[src/rtl/instr_tlb.sv]
// Instruction TLB: fully-associative VPN->PPN cache with registered lookup and
// a single-read Wishbone page-table walker that refills entries round-robin.
module instr_tlb #(
    parameter int unsigned ENTRIES = 8,
    parameter logic [31:0] PT_BASE = 32'h0001_0000
) (
    input  logic        clk,
    input  logic        rst,
    input  logic        vpn_to_ppn_req,
    input  logic [19:0] vpn,
    input  logic        freeze_tlb,
    output logic [25:0] tag_out,
    output logic        tag_hit,
    output logic        freeze,
    input  logic        wb_ack_i,
    input  logic        wb_err_i,
    input  logic        wb_rty_i,
    input  logic [31:0] wb_dat_i,
    output logic        wb_cyc_o,
    output logic        wb_stb_o,
    output logic        wb_we_o,
    output logic [31:0] wb_adr_o,
    output logic [2:0]  wb_bte_o,
    output logic [2:0]  wb_cti_o,
    output logic [3:0]  wb_sel_o,
    output logic [31:0] wb_dat_o
);

    localparam int unsigned PTR_W = (ENTRIES > 1) ? $clog2(ENTRIES) : 1;

    typedef enum logic [1:0] {IDLE, REQ, WAIT_RTY} state_t;

    state_t             state;
    logic [ENTRIES-1:0] ent_valid;
    logic [19:0]        ent_vpn   [ENTRIES];
    logic [21:0]        ent_ppn   [ENTRIES];
    logic [3:0]         ent_flags [ENTRIES];
    logic [PTR_W-1:0]   rr_ptr;
    logic               lkp_valid;
    logic [19:0]        lkp_vpn;
    logic               match;
    logic [25:0]        match_tag;
    logic               fill;
    logic [3:0]         fill_flags;
    logic               unused_pte_bits;

    always_comb begin
        match     = 1'b0;
        match_tag = '0;
        for (int unsigned i = 0; i < ENTRIES; i++) begin
            if (ent_valid[i] && ent_vpn[i] == lkp_vpn) begin
                match     = 1'b1;
                match_tag = {ent_ppn[i], ent_flags[i]};
            end
        end
    end

    assign tag_hit = lkp_valid & match;
    assign tag_out = tag_hit ? match_tag : '0;
    assign freeze  = (state != IDLE) | (lkp_valid & ~match);

    // An error response still installs the entry (flags cleared) so a bad PTE
    // cannot make the walker retry forever.
    assign fill       = (state == REQ) & (wb_ack_i | wb_err_i);
    assign fill_flags = wb_ack_i ? wb_dat_i[3:0] : 4'b0000;

    assign wb_we_o  = 1'b0;
    assign wb_bte_o = '0;
    assign wb_cti_o = 3'b000;
    assign wb_dat_o = '0;

    assign unused_pte_bits = ^wb_dat_i[9:4];

    always_ff @(posedge clk or posedge rst) begin
        if (rst) begin
            state     <= IDLE;
            lkp_valid <= 1'b0;
            lkp_vpn   <= '0;
            rr_ptr    <= '0;
            ent_valid <= '0;
            wb_cyc_o  <= 1'b0;
            wb_stb_o  <= 1'b0;
            wb_adr_o  <= '0;
            wb_sel_o  <= '0;
        end else begin
            if (vpn_to_ppn_req && !freeze) begin
                lkp_vpn   <= vpn;
                lkp_valid <= 1'b1;
            end
            if (fill) begin
                ent_valid[rr_ptr] <= 1'b1;
                rr_ptr <= (rr_ptr == PTR_W'(ENTRIES - 1)) ? '0 : rr_ptr + PTR_W'(1);
            end
            case (state)
                IDLE: begin
                    if (lkp_valid && !match && !freeze_tlb) begin
                        state    <= REQ;
                        wb_cyc_o <= 1'b1;
                        wb_stb_o <= 1'b1;
                        wb_sel_o <= 4'hF;
                        wb_adr_o <= PT_BASE + {10'b0, lkp_vpn, 2'b00};
                    end
                end
                REQ: begin
                    if (wb_ack_i || wb_err_i || wb_rty_i) begin
                        state    <= wb_rty_i && !wb_ack_i && !wb_err_i ? WAIT_RTY : IDLE;
                        wb_cyc_o <= 1'b0;
                        wb_stb_o <= 1'b0;
                        wb_sel_o <= '0;
                    end
                end
                WAIT_RTY: begin
                    state    <= REQ;
                    wb_cyc_o <= 1'b1;
                    wb_stb_o <= 1'b1;
                    wb_sel_o <= 4'hF;
                end
                default: state <= IDLE;
            endcase
        end
    end

    always_ff @(posedge clk) begin
        if (fill) begin
            ent_vpn[rr_ptr]   <= lkp_vpn;
            ent_ppn[rr_ptr]   <= wb_dat_i[31:10];
            ent_flags[rr_ptr] <= fill_flags;
        end
    end

endmodule

[config.mk]
export PLATFORM = sky130hd
export DESIGN_NAME = instr_tlb
export DESIGN_NICKNAME = d
export VERILOG_FILES = /design/src/rtl/instr_tlb.sv
export SDC_FILE = /design/constraint.sdc
export NUM_CORES = 1
export LEC_CHECK = 0
export BUFFER_PORTS_ARGS = -buffer_cell sky130_fd_sc_hd__buf_2
export CORE_ASPECT_RATIO = 0.5
export CORE_UTILIZATION = 45
export DETAILED_ROUTE_END_ITERATION = 8
export PLACE_DENSITY = 0.73
export SYNTH_ARGS = -nofsm -noshare
export SYNTH_HDL_FRONTEND = slang
export SYNTH_SLANG_ARGS = --single-unit
[constraint.sdc]
create_clock -name clk -period 7.7 [get_ports clk]
set_input_delay 1.54 -clock clk [delete_from_list [all_inputs] [get_ports clk]]
set_output_delay 1.54 -clock clk [all_outputs]
set_load 0.03 [all_outputs]
==> key figures, run 1 <==
Clock tree
  – CTS tree: done
  – Htree depth: 2
  – Post-CTS setup buffer count: 0
  – CTS root buf: clkbuf_16
  – Clk_lat worst skew: 0.53 ns
  – CTS Hold Bufs: 0
  – CTS Buffer Depth: 3
  – Clock-pin slew on the worst setup and hold paths: 0.06 ns
  – Inserted Clock Buffers: 39
  – CTS sink count: 424
  – Cts repair resizes: 0

Yosys
  – Seq/Total Area, Yosys: 0.7022
  – Avg Cell Area, Syn: 16.02 sq um
  – FF+latch count, synth: 424
  – Main synth FF type: edfxtp_1
  – Mapped cell area: 17730 sq um
  – YS warnings: 0
  – Netlist cell types: 59
  – Syn Inst Count: 1107
  – EDFF count, synth: 368
  – Asr flop ratio synth: 0.1321

Worst setup path
  – Worst Path Arrival: 4.87 ns
  – Crit path kind: flop to output pin
  – FF-to-FF Start: lkp_vpn[2]$_DFFE_PP0P_
  – R2R Setup Slk: 3.69 ns
  – CP max stage cell: o211a_1
  – CP max FO: 26
  – CP required: 6.16 ns
  – Crit path buf inv count: 1
  – R2R depth: 7
  – Worst Setup End Kind: output pin
  – Crit path cell chain: xnor2_1, nand4_1, nor4_1, o211a_1, a221o_1, a221oi_1, a2111oi_2, buf_2
  – Critical path's top delay family: compound AO/OA/AOI/OAI gates
  – Crit. Startpoint: lkp_vpn[9]$_DFFE_PP0P_
  – Critical path launch point type: flop
  – FF-to-FF End: lkp_vpn[1]$_DFFE_PP0P_
  – Largest stage delay, worst path: 1.06 ns

Detailed routing
  – Routed Antenna Nets: 0
  – DR iter-0 viols: 700
  – DR WL/cell: 21.00 um
  – WL final: 37360 um
  – Vias: 9682
  – DRC: 0
  – First-pass detailed-route iteration total: 5
  – Vias per cell: 5.442

Outcome
  – Outcome: completed

Worst hold path
  – WHS Path Cells: 1
  – WHS Endpoint: ent_valid[0]$_DFFE_PP0P_
  – Min-delay src: ent_valid[0]$_DFFE_PP0P_
  – Hold Crit Class: flop to flop

STA
  – Worst slew pin tran: 1.158 ns
  – Skew final: 0.01485 ns
  – Slew Limit Fails: 0
  – Setup violations, final: 0
  – Slew headroom: 0.2283
  – Maximum clock frequency: 156.1 MHz
  – Crit share post-route: 0.8320
  – Final Critical Period: 6.406 ns
  – Final number of hold-violating endpoints: 0
  – Worst Slack Setup Final: 1.294 ns
  – Fin Setup TNS: 0 ns
  – RSZ-0062 raised after global routing: false

Job
  – Reported max-cap violation count: 0

Global route
  – Met1 usage: 0.2439
  – Largest net degree at the start of global routing: 57
  – GRT Total Usage: 0.1907
  – Routing usage on met2: 0.3283
  – Gr busiest metal: met2
  – Antenna violations before repair: 2
  – Met3 usage: 0.03267
  – Vias in the first global route: 10.16k
  – Grt total ovfl: 0
  – First-pass GRT wire length: 58130 um

Die
  – Top-level port count: 164
  – Die X: 282.7 um
  – Initial Util: 0.4654
  – Die area: 40250 sq um
  – Die Height: 142.4 um
  – Cell Rows: 50
  – Total core area: 38100 sq um

Cells and area
  – Fraction of layout cells with a size suffix above 1: 0.2037
  – Final net count: 1289
  – Area growth, synth to finish: 11.82%
  – Design area: 19830 sq um
  – FF/Latch Area: 12450 sq um
  – Area of the multi-input gates: 4613 sq um
  – Filler cells: 3021

Power
  – Pleak: 7.312 nW
  – Pwr dens: 277.1 nW/um^2
  – Power, Total: 0.005495 W
  – Peak VDD IR: 0.1375 mV

Placed design
  – Detailed Place HPWL: 21840 um
  – Placed Instance Area: 18610 sq um
  – Buffers on Ports: 107
  – GP Congestion: 0.7994
  – Place WS: 1.917 ns
area by class of cell:
class / count / share of cell area
Timing Repair Buffer: 140 / 0.03950
Multi-Input combinational cell: 593 / 0.2327
Tap cell: 520 / 0.03281
Clock inverter: 5 / 0.001262
Antenna cell: 2 / 0.0002524
Clock buffer: 66 / 0.06001
Inverter: 29 / 0.005490
Sequential cell: 424 / 0.6280
stage by stage:
| stage | instances | hold slack, ns | util |
|---|---|---|---|
| after floorplan | 1156 | 0.4302 | - |
| after global placement | 1706 | 0.4424 | 0.4884 |
| after detailed placement | 1706 | 0.4490 | 0.4884 |
| after CTS | 1777 | 0.4720 | 0.5203 |
| after global routing | 1779 | 0.4889 | 0.5204 |
| final | 1779 | 0.4736 | 0.5204 |
registers in the layout, indices dropped and copies added, names as in the netlist:
signal	flops
lkp_vpn	20
ent_vpn	160
rr_ptr	3
lkp_valid	1
state	2
wb_adr_o	21
ent_flags	32
wb_sel_o	1
ent_ppn	176
ent_valid	8
worst max path at each step:
stage	slack, ns	endpoint	cells after the start
floorplan	0.92	ent_valid[0]$_DFFE_PP0P_	3
global placement	1.87	tag_out[19]	8
detailed placement	1.92	tag_out[19]	8
CTS	1.30	tag_out[19]	8
global route	1.10	tag_out[11]	8
finish	1.29	tag_out[19]	8
power by group:
| part | internal [W] | switching [W] | total (W) |
|---|---|---|---|
| Sequential | 0.00281 | 0.000147 | 0.00296 |
| Combinational | 0.000224 | 0.000477 | 0.000701 |
| Clock | 0.00105 | 0.000787 | 0.00184 |
metal layers:
| metal | vias up | wire, um |
|---|---|---|
| met5 | - | 0 |
| met4 | 0 | 874 |
| li1 | 4344 | - |
| met3 | 64 | 2222 |
| met1 | 4903 | 15560 |
| met2 | 371 | 18710 |
cell usage after synthesis, types with 2 or more instances:
library cell / n / area, sq um
buf_6: 11 / 123.9
o21ai_0: 21 / 105.1
nand2_1: 14 / 52.55
a221oi_1: 26 / 227.7
o31ai_1: 20 / 150.1
xnor2_1: 81 / 709.4
nor4_1: 18 / 112.6
a221o_1: 27 / 270.3
dfrtp_1: 56 / 1401
buf_4: 67 / 503.0
edfxtp_1: 368 / 11050
mux2i_1: 2 / 20.02
or2_2: 8 / 50.05
nand4_4: 2 / 42.54
o31a_1: 2 / 17.52
o21a_1: 19 / 142.6
o221ai_1: 7 / 61.31
nand2b_1: 4 / 25.02
a22oi_1: 19 / 142.6
and2_1: 4 / 25.02
buf_2: 6 / 30.03
nor2_1: 41 / 153.9
mux2_4: 20 / 300.3
nor4_4: 2 / 42.54
xor2_1: 80 / 700.7
mux2_1: 19 / 214.0
ha_1: 3 / 37.54
a21oi_1: 8 / 40.04
nor4_2: 5 / 62.56
clkbuf_1: 22 / 82.58
buf_12: 2 / 40.04
nor3_1: 36 / 180.2
a2111oi_2: 7 / 105.1
inv_1: 28 / 105.1
and3_1: 3 / 18.77
nand3_1: 9 / 45.04
nand4_1: 18 / 112.6
cells by family after synthesis:
| logic type | Yosys count | share of synthesized area |
|---|---|---|
| muxes | 41 | 0.03013 |
| DFF | 424 | 0.7022 |
| adders and majority gates | 3 | 0.002117 |
| buffers and inverters | 139 | 0.05073 |
| AOI/OAI and AO/OA | 166 | 0.07854 |
| other | 1 | 0.0002115 |
| xor gates and xnor gates | 161 | 0.07952 |
| and+or+nand+nor | 172 | 0.05652 |
cells in the final DEF (no fill, tap or decap), types with 20 or more instances in the layout:
master,Yosys,final
o31ai_1,20,20
xnor2_1,81,81
nor3_1,36,32
mux2_4,20,20
xor2_1,80,80
o21ai_0,21,21
conb_1,1,50
a221oi_1,26,26
a221o_1,27,27
buf_2,6,107
nor2_1,41,38
edfxtp_1,368,368
buf_4,67,33
dfrtp_1,56,56
inv_1,28,27
clkbuf_16,0,41
No activity file was read; power rests on OpenSTA's default activity.
==> run 2, diff against run 1 <==
--- a/config.mk
+++ b/config.mk
@@ -5,6 +5,7 @@
 export SDC_FILE = /design/constraint.sdc
 export NUM_CORES = 1
 export LEC_CHECK = 0
+export ABC_AREA = 1
 export BUFFER_PORTS_ARGS = -buffer_cell sky130_fd_sc_hd__buf_2
 export CORE_ASPECT_RATIO = 0.5
 export CORE_UTILIZATION = 45
==> constraint.sdc (replaced) <==
create_clock -name clk -period 5.94 [get_ports clk]
set_input_delay 1.188 -clock clk [delete_from_list [all_inputs] [get_ports clk]]
set_output_delay 1.188 -clock clk [all_outputs]
set_load 0.03 [all_outputs]
==> run 2 against run 1 <==
Sequential share of layout area decreased by 2.9 points. Final cell count increased by 35%. Highest routed layer unchanged. Synthesized cell count increased by 54%. Critical path type unchanged. Sequential power increased by 29%. Critical path depth increased by 5. Via count increased by 30%. Non-clock buffer count increased by 7. Hold slack got worse by 0.0034 ns. Critical endpoint is now tag_out[7].
==> key figures, run 2 <==
Worst setup path
  – Worst Path Arrival: 4.23 ns (-0.64 ns)
  – Critical path launch point type: flop
  – R2R Setup Slk: 2.29 ns (-1.40 ns)
  – FF-to-FF End: lkp_vpn[9]$_DFFE_PP0P_
  – CP required: 4.75 ns (-1.41 ns)
  – CP max FO: 17 (-35%)
  – FF-to-FF Start: lkp_vpn[19]$_DFFE_PP0P_
  – Crit path kind: flop to output pin
  – Worst Setup End Kind: output pin
  – R2R depth: 12 (+5)

Outcome
  – Outcome: completed

Global route
  – Antenna violations before repair: 1 (-1)
  – GRT Total Usage: 0.2172 (+0.02652)
  – Largest net degree at the start of global routing: 57 (unchanged)
  – Vias in the first global route: 11.95k (+18%)
  – First-pass GRT wire length: 69910 um (+20%)
  – Grt total ovfl: 0 (unchanged)

Detailed routing
  – Vias per cell: 5.251 (-3.5%)
  – Routed Antenna Nets: 0 (unchanged)
  – Vias: 12.57k (+30%)
  – First-pass detailed-route iteration total: 6 (+1)
  – DR iter-0 viols: 1144 (+63%)
  – Routed length on met1: 20290 um (+30%)
  – WL final: 45750 um (+22%)
  – Uppermost layer routed: met4
  – DRC: 0 (unchanged)
  – DR WL/cell: 19.12 um (-9.0%)
  – Met2 routed WL: 20650 um (+10%)
  – WL met3: 3649 um (+64%)

STA
  – Maximum clock frequency: 184.5 MHz
  – Worst slew pin tran: 1.269 ns (+0.1116 ns)
  – Fin Setup TNS: 0 ns (unchanged)
  – Final number of hold-violating endpoints: 0 (unchanged)
  – Setup violations, final: 0 (unchanged)
  – RSZ-0062 raised after global routing: false
  – Skew final: 0.01671 ns (+0.001861 ns)
  – Final Critical Period: 5.419 ns
  – Crit share post-route: 0.9122
  – Slew Limit Fails: 0 (unchanged)
  – Slew headroom: 0.1519 (-0.07639)

Clock tree
  – Clk_lat worst skew: 0.54 ns (about the same)
  – CTS Buffer Depth: 3 (unchanged)
  – Post-CTS setup buffer count: 0 (unchanged)
  – CTS sink count: 424 (unchanged)
  – Inserted Clock Buffers: 37 (-5.1%)
  – Htree depth: 2 (unchanged)
  – CTS root buf: clkbuf_16
  – CTS tree: done
  – Clock-pin slew on the worst setup and hold paths: 0.07 ns (about the same)
  – CTS Hold Bufs: 0 (unchanged)
  – Cts repair resizes: 0 (unchanged)

Yosys
  – Post-synthesis xor/xnor area fraction: 0.01970 (-0.05983)
  – Main combinational cell family by area after synthesis: simple AND/OR/NAND/NOR gates
  – Avg Cell Area, Syn: 10.92 sq um (-32%)
  – YS warnings: 0 (unchanged)
  – Seq/Total Area, Yosys: 0.6667 (-0.03552)
  – Ranking of synthesized cells by area: edfxtp_1, nand2_1, dfrtp_1
  – Netlist cell types: 38 (-36%)
  – Main synth FF type: edfxtp_1
  – EDFF count, synth: 368 (unchanged)
  – Synth top area share: 0.5917 (-0.03152)
  – Mapped cell area: 18680 sq um (+5.3%)
  – Post-synthesis simple-gate area fraction: 0.1738 (+0.1173)
  – Count leader, synth: nand2_1
  – Syn Inst Count: 1710 (+54%)
  – Area share of fa/ha/maj cells after synthesis: 0.002010 (-0.0001071)
  – Post-synth top cells: nand2_1, edfxtp_1, nor2_1
  – FF+latch count, synth: 424 (unchanged)
  – Fraction of synthesized area in multiplexers: 0 (-0.03013)
  – Cell taking the most area after synthesis: edfxtp_1
  – Synth Area in Compound Gates: 0.07215 (-0.006384)
  – Asr flop ratio synth: 0.1321 (unchanged)

Placed design
  – Detailed Place HPWL: 28060 um (+28%)
  – GP Congestion: 0.9000 (+13%)
  – Buffers on Ports: 107 (unchanged)

Cells and area
  – Max reg flops: 176 (unchanged)
  – Final net count: 1891 (+47%)
  – Area growth, synth to finish: 11.31%
  – Fraction of layout cells with a size suffix above 1: 0.1652 (-0.03843)
  – Area of the multi-input gates: 5248 sq um (+14%)
  – Most frequent cells in the layout: nand2_1, edfxtp_1, nor2_1
  – Top reg by flops: ent_ppn
  – FF/Latch Area: 12450 sq um (unchanged)
  – Registers with the most flip-flops: ent_ppn: 176 flops, ent_vpn: 160 flops, ent_flags: 32 flops
  – Commonest non-fill, non-tap cell in the layout: nand2_1
  – Filler cells: 3497 (+16%)

Power
  – Pleak: 8.113 nW (+11%)
  – Peak VDD IR: 0.2947 mV (+110%)
  – Power, Total: 0.007357 W (+34%)
  – Pwr dens: 353.9 nW/um^2 (+28%)

Worst hold path
  – WHS Path Cells: 2 (+1)
  – Hold Crit Class: flop to flop
  – WHS Endpoint: ent_valid[4]$_DFFE_PP0P_
  – Min-delay src: ent_valid[4]$_DFFE_PP0P_

Die
  – Die area: 42370 sq um (+5.3%)
  – Cell Rows: 52 (+4.0%)
  – Initial Util: 0.4593 (-0.006126)
  – Total core area: 40660 sq um (+6.7%)
  – Top-level port count: 164 (unchanged)
  – Die X: 290.1 um (+2.6%)
  – Die Height: 146.1 um (+2.6%)

Job
  – Reported max-cap violation count: 0 (unchanged)
==> run 2: report_power, final <==
| part | internal [W] | switching, W |
|---|---|---|
| Sequential | 0.00366 | 0.000144 |
| Combinational | 0.000283 | 0.000851 |
| Clock | 0.00135 | 0.00106 |
| Total | 0.00530 | 0.00206 |
==> run 2: layout make-up <==
class,instances,area share
timing repair buffer,147,0.04081
inverter,106,0.01914
sequential,424,0.5990
multi-input combinational,1113,0.2524
tap,540,0.03250
antenna,1,0.0001204
clock inverter,15,0.008246
clock buffer,47,0.04779
==> run 2: kinds of logic (layout without fill, tap and decap cells) <==
group	Yosys count	count (layout)
other cells	1	51
compound gates	229	229
fa+ha+maj	3	3
simple gates	789	789
flops	424	424
xor+xnor	42	42
buf+inv	222	315
==> run 2: critical path, cell delays in order, from the launching register on <==
cell     delay, ns
dfrtp_1       0.57
inv_2         0.39
o21ai_0       0.13
nor2_1        0.23
nand3_1       0.10
nor2_1        0.25
nand3_2       0.41
nand2_4       0.30
nor2_4        0.09
a21oi_4       0.45
buf_12        0.22
o21ai_1       0.09
a21oi_2       0.19
buf_2         0.24
==> run 2: per-layer routing <==
metal / up-vias / global-route usage
met4: 0 / 0.06330
li1: 5846 / -
met2: 529 / 0.3386
met1: 6112 / 0.3141
met3: 79 / 0.03699
met5: - / 0
==> run 2: worst max-delay path by stage <==
stage                                       start                         to  slack [ns]  cells after the start
after floorplan                          wb_err_i  ent_flags[1][0]$_DFFE_PP_        1.81                      6
after global placement    lkp_vpn[19]$_DFFE_PP0P_                 tag_out[7]        1.18                     13
after detailed placement  lkp_vpn[19]$_DFFE_PP0P_                 tag_out[7]        1.14                     13
after CTS                 lkp_vpn[19]$_DFFE_PP0P_                 tag_out[7]        0.56                     13
after global routing      lkp_vpn[19]$_DFFE_PP0P_                tag_out[15]        0.32                     13
final                     lkp_vpn[19]$_DFFE_PP0P_                 tag_out[7]        0.52                     13
==> run 2: metrics by stage <==
| stage | instance area [sq um] | setup WS [ns] | std cells | hold WS, ns | utilization |
|---|---|---|---|---|---|
| 6_report | 20790 | 0.5213 | 2393 | 0.4702 | 0.5112 |
| 5_1_grt | 20790 | 0.3243 | 2393 | 0.4939 | 0.5112 |
| 4_1_cts | 20790 | 0.5551 | 2392 | 0.4703 | 0.5112 |
| 3_5_place_dp | 19620 | 1.138 | 2330 | 0.4476 | 0.4825 |
| 3_3_place_gp | 19620 | 1.179 | 2330 | 0.4477 | 0.4825 |
| 2_1_floorplan | 18860 | 1.811 | 1759 | 0.4272 | - |
==> run 3, diff against run 2 <==
--- a/config.mk
+++ b/config.mk
@@ -5,7 +5,6 @@
 export SDC_FILE = /design/constraint.sdc
 export NUM_CORES = 1
 export LEC_CHECK = 0
-export ABC_AREA = 1
 export BUFFER_PORTS_ARGS = -buffer_cell sky130_fd_sc_hd__buf_2
 export CORE_ASPECT_RATIO = 0.5
 export CORE_UTILIZATION = 45
==> run 3 against run 2 <==
Sequential cell count unchanged. Hold slack got worse by 0.0083 ns. Worst setup slack got worse by 0.19 ns. Critical path type unchanged. Critical endpoint is now tag_out[4].
==> key figures, run 3 (synthesis results as in run 1) <==
Power
  – NetSw: 0.001877 W (-8.7%)
  – Power Internal: 0.005303 W (about the same)
  – Pleak: 7.410 nW (-8.7%)
  – Pwr dens: 359.0 nW/um^2 (+1.4%)
  – Comb pwr share: 0.131 (-0.023)
  – Peak VDD IR: 0.1848 mV (-37%)
  – Sequential cell fraction of total power: 0.535 (+0.018)
  – Clock power share: 0.334 (+0.006)
  – Switching share of power: 0.2614 (-0.01811)

Cells and area
  – Final net count: 1311 (-31%)
  – Commonest non-fill, non-tap cell in the layout: edfxtp_1
  – Top reg by flops: ent_ppn
  – Fin util: 0.5249 (+0.01366)
  – Most frequent cells in the layout: edfxtp_1, buf_2, xnor2_1
  – Area growth, synth to finish: 12.78%
  – Fraction of layout cells with a size suffix above 1: 0.2134 (+0.04822)
  – Registers with the most flip-flops: ent_ppn: 176 flops, ent_vpn: 160 flops, ent_flags: 32 flops
  – Max reg flops: 176 (unchanged)

Die
  – Die Height: 142.4 um (-2.5%)
  – Top-level port count: 164 (unchanged)
  – Die area: 40250 sq um (-5.0%)
  – Die X: 282.7 um (-2.5%)
  – Cell Rows: 50 (-3.8%)
  – Initial Util: 0.4654 (+0.006126)
  – Total core area: 38100 sq um (-6.3%)

Detailed routing
  – DR iter-0 viols: 935 (-18%)
  – Vias per cell: 5.484 (+4.4%)
  – DR WL/cell: 21.69 um (+13%)
  – First-pass detailed-route iteration total: 6 (unchanged)
  – Vias: 9871 (-21%)
  – Routed Antenna Nets: 0 (unchanged)
  – WL final: 39040 um (-15%)
  – DRC: 0 (unchanged)

Worst setup path
  – CP max FO: 14 (-3)
  – Crit path kind: flop to output pin
  – CP max stage cell: or4_1
  – Worst Path Arrival: 4.42 ns (+0.19 ns)
  – Crit path cell chain: xor2_1, nor4_1, nand4_1, or4_1, nor3_4, buf_4, a22oi_1, o31ai_1, buf_2
  – CP required: 4.75 ns (about the same)
  – Critical path's top delay family: simple AND/OR/NAND/NOR gates
  – Worst Setup End Kind: output pin
  – Largest stage delay, worst path: 0.92 ns (+0.35 ns)
  – Crit path buf inv count: 2 (-1)
  – Critical path launch point type: flop

STA
  – Slew Limit Fails: 0 (unchanged)
  – RSZ-0062 raised after global routing: false
  – Setup violations, final: 0 (unchanged)
  – Hold WS: 0.4619 ns (-0.008285 ns)
  – Slew headroom: 0.3805 (+0.2285)
  – Fin Setup TNS: 0 ns (unchanged)
  – Crit share post-route: 0.9443 (+0.03204)
  – Worst Slack Setup Final: 0.3310 ns (-0.1903 ns)
  – Worst slew pin tran: 0.9231 ns (-0.3460 ns)
  – Final number of hold-violating endpoints: 0 (unchanged)
  – Final Critical Period: 5.609 ns (+0.1903 ns)
  – Skew final: 0.01737 ns (+0.0006606 ns)
  – Maximum clock frequency: 178.3 MHz (-3.4%)

Placed design
  – Detailed Place HPWL: 23440 um (-16%)
  – GP Congestion: 0.8136 (-9.6%)
  – Place WS: 0.8267 ns (-0.3117 ns)
  – Buffers on Ports: 107 (unchanged)

Global route
  – Antenna violations before repair: 1 (unchanged)
  – Grt total ovfl: 0 (unchanged)
  – First-pass GRT wire length: 59600 um (-15%)
  – Largest net degree at the start of global routing: 57 (unchanged)
  – Vias in the first global route: 10.13k (-15%)
  – GRT Total Usage: 0.1967 (-0.02042)

Clock tree
  – Cts repair resizes: 0 (unchanged)
  – Clk_lat worst skew: 0.53 ns (about the same)
  – Htree depth: 2 (unchanged)
  – Inserted Clock Buffers: 40 (+8.1%)
  – Post-CTS setup buffer count: 0 (unchanged)
  – CTS Buffer Depth: 3 (unchanged)
  – Clock-pin slew on the worst setup and hold paths: 0.06 ns (about the same)
  – CTS sink count: 424 (unchanged)
  – CTS Hold Bufs: 0 (unchanged)
  – CTS root buf: clkbuf_16
  – CTS tree: done

Worst hold path
  – Hold Crit Class: flop to flop

Outcome
  – Outcome: completed

Job
  – Reported max-cap violation count: 0 (unchanged)
## run 3: worst paths after layout
kind / depth (start not counted) / slack (ns) / end / start
max in group asynchronous: 3 / 4.47 / lkp_vpn[9]$_DFFE_PP0P_ / rst
min reg2reg: 1 / 0.46 / ent_valid[4]$_DFFE_PP0P_ / ent_valid[4]$_DFFE_PP0P_
max reg2reg: 7 / 2.04 / lkp_vpn[9]$_DFFE_PP0P_ / lkp_vpn[2]$_DFFE_PP0P_
min in group asynchronous: 3 / 0.88 / wb_adr_o[15]$_DFFE_PP0P_ / rst
min: 1 / 0.46 / ent_valid[4]$_DFFE_PP0P_ / ent_valid[4]$_DFFE_PP0P_
max: 9 / 0.33 / tag_out[4] / lkp_vpn[2]$_DFFE_PP0P_
## run 3: area by class of cell
class | instances | area [sq um]
Tap cell | 520 | 650.6
Sequential cell | 424 | 12450
Multi-Input combinational cell | 593 | 4622
Clock inverter | 7 | 72.57
Antenna cell | 1 | 2.502
Clock buffer | 65 | 1136
Fill cell | 2994 | 18100
Inverter | 29 | 108.9
Timing Repair Buffer | 161 | 953.4
## run 3: metal layers
layer,GRT usage,vias up,routed length [um]
met5,0,-,0
met4,0.05206,0,669
met3,0.03349,51,2619
met2,0.3455,398,19930
met1,0.2531,5041,15820
li1,-,4381,-
## run 3: power by group through the flow
stage	combinational, W	clock (W)	sequential (W)
2_1_floorplan	0.000656	0	0.00390
3_3_place_gp	0.000908	0	0.00388
3_5_place_dp	0.000945	0	0.00390
4_1_cts	0.000951	0.00244	0.00384
5_1_grt	0.00102	0.00256	0.00387
6_report	0.000940	0.00240	0.00384
## run 3: through the flow
stage          instances  total power (W)  instance area [sq um]
2_1_floorplan       1156         0.004555                  17920
3_3_place_gp        1727         0.004785                  18790
3_5_place_dp        1727         0.004849                  18790
4_1_cts             1799         0.007228                  20000
5_1_grt             1800         0.007446                  20000
6_report            1800         0.007180                  20000
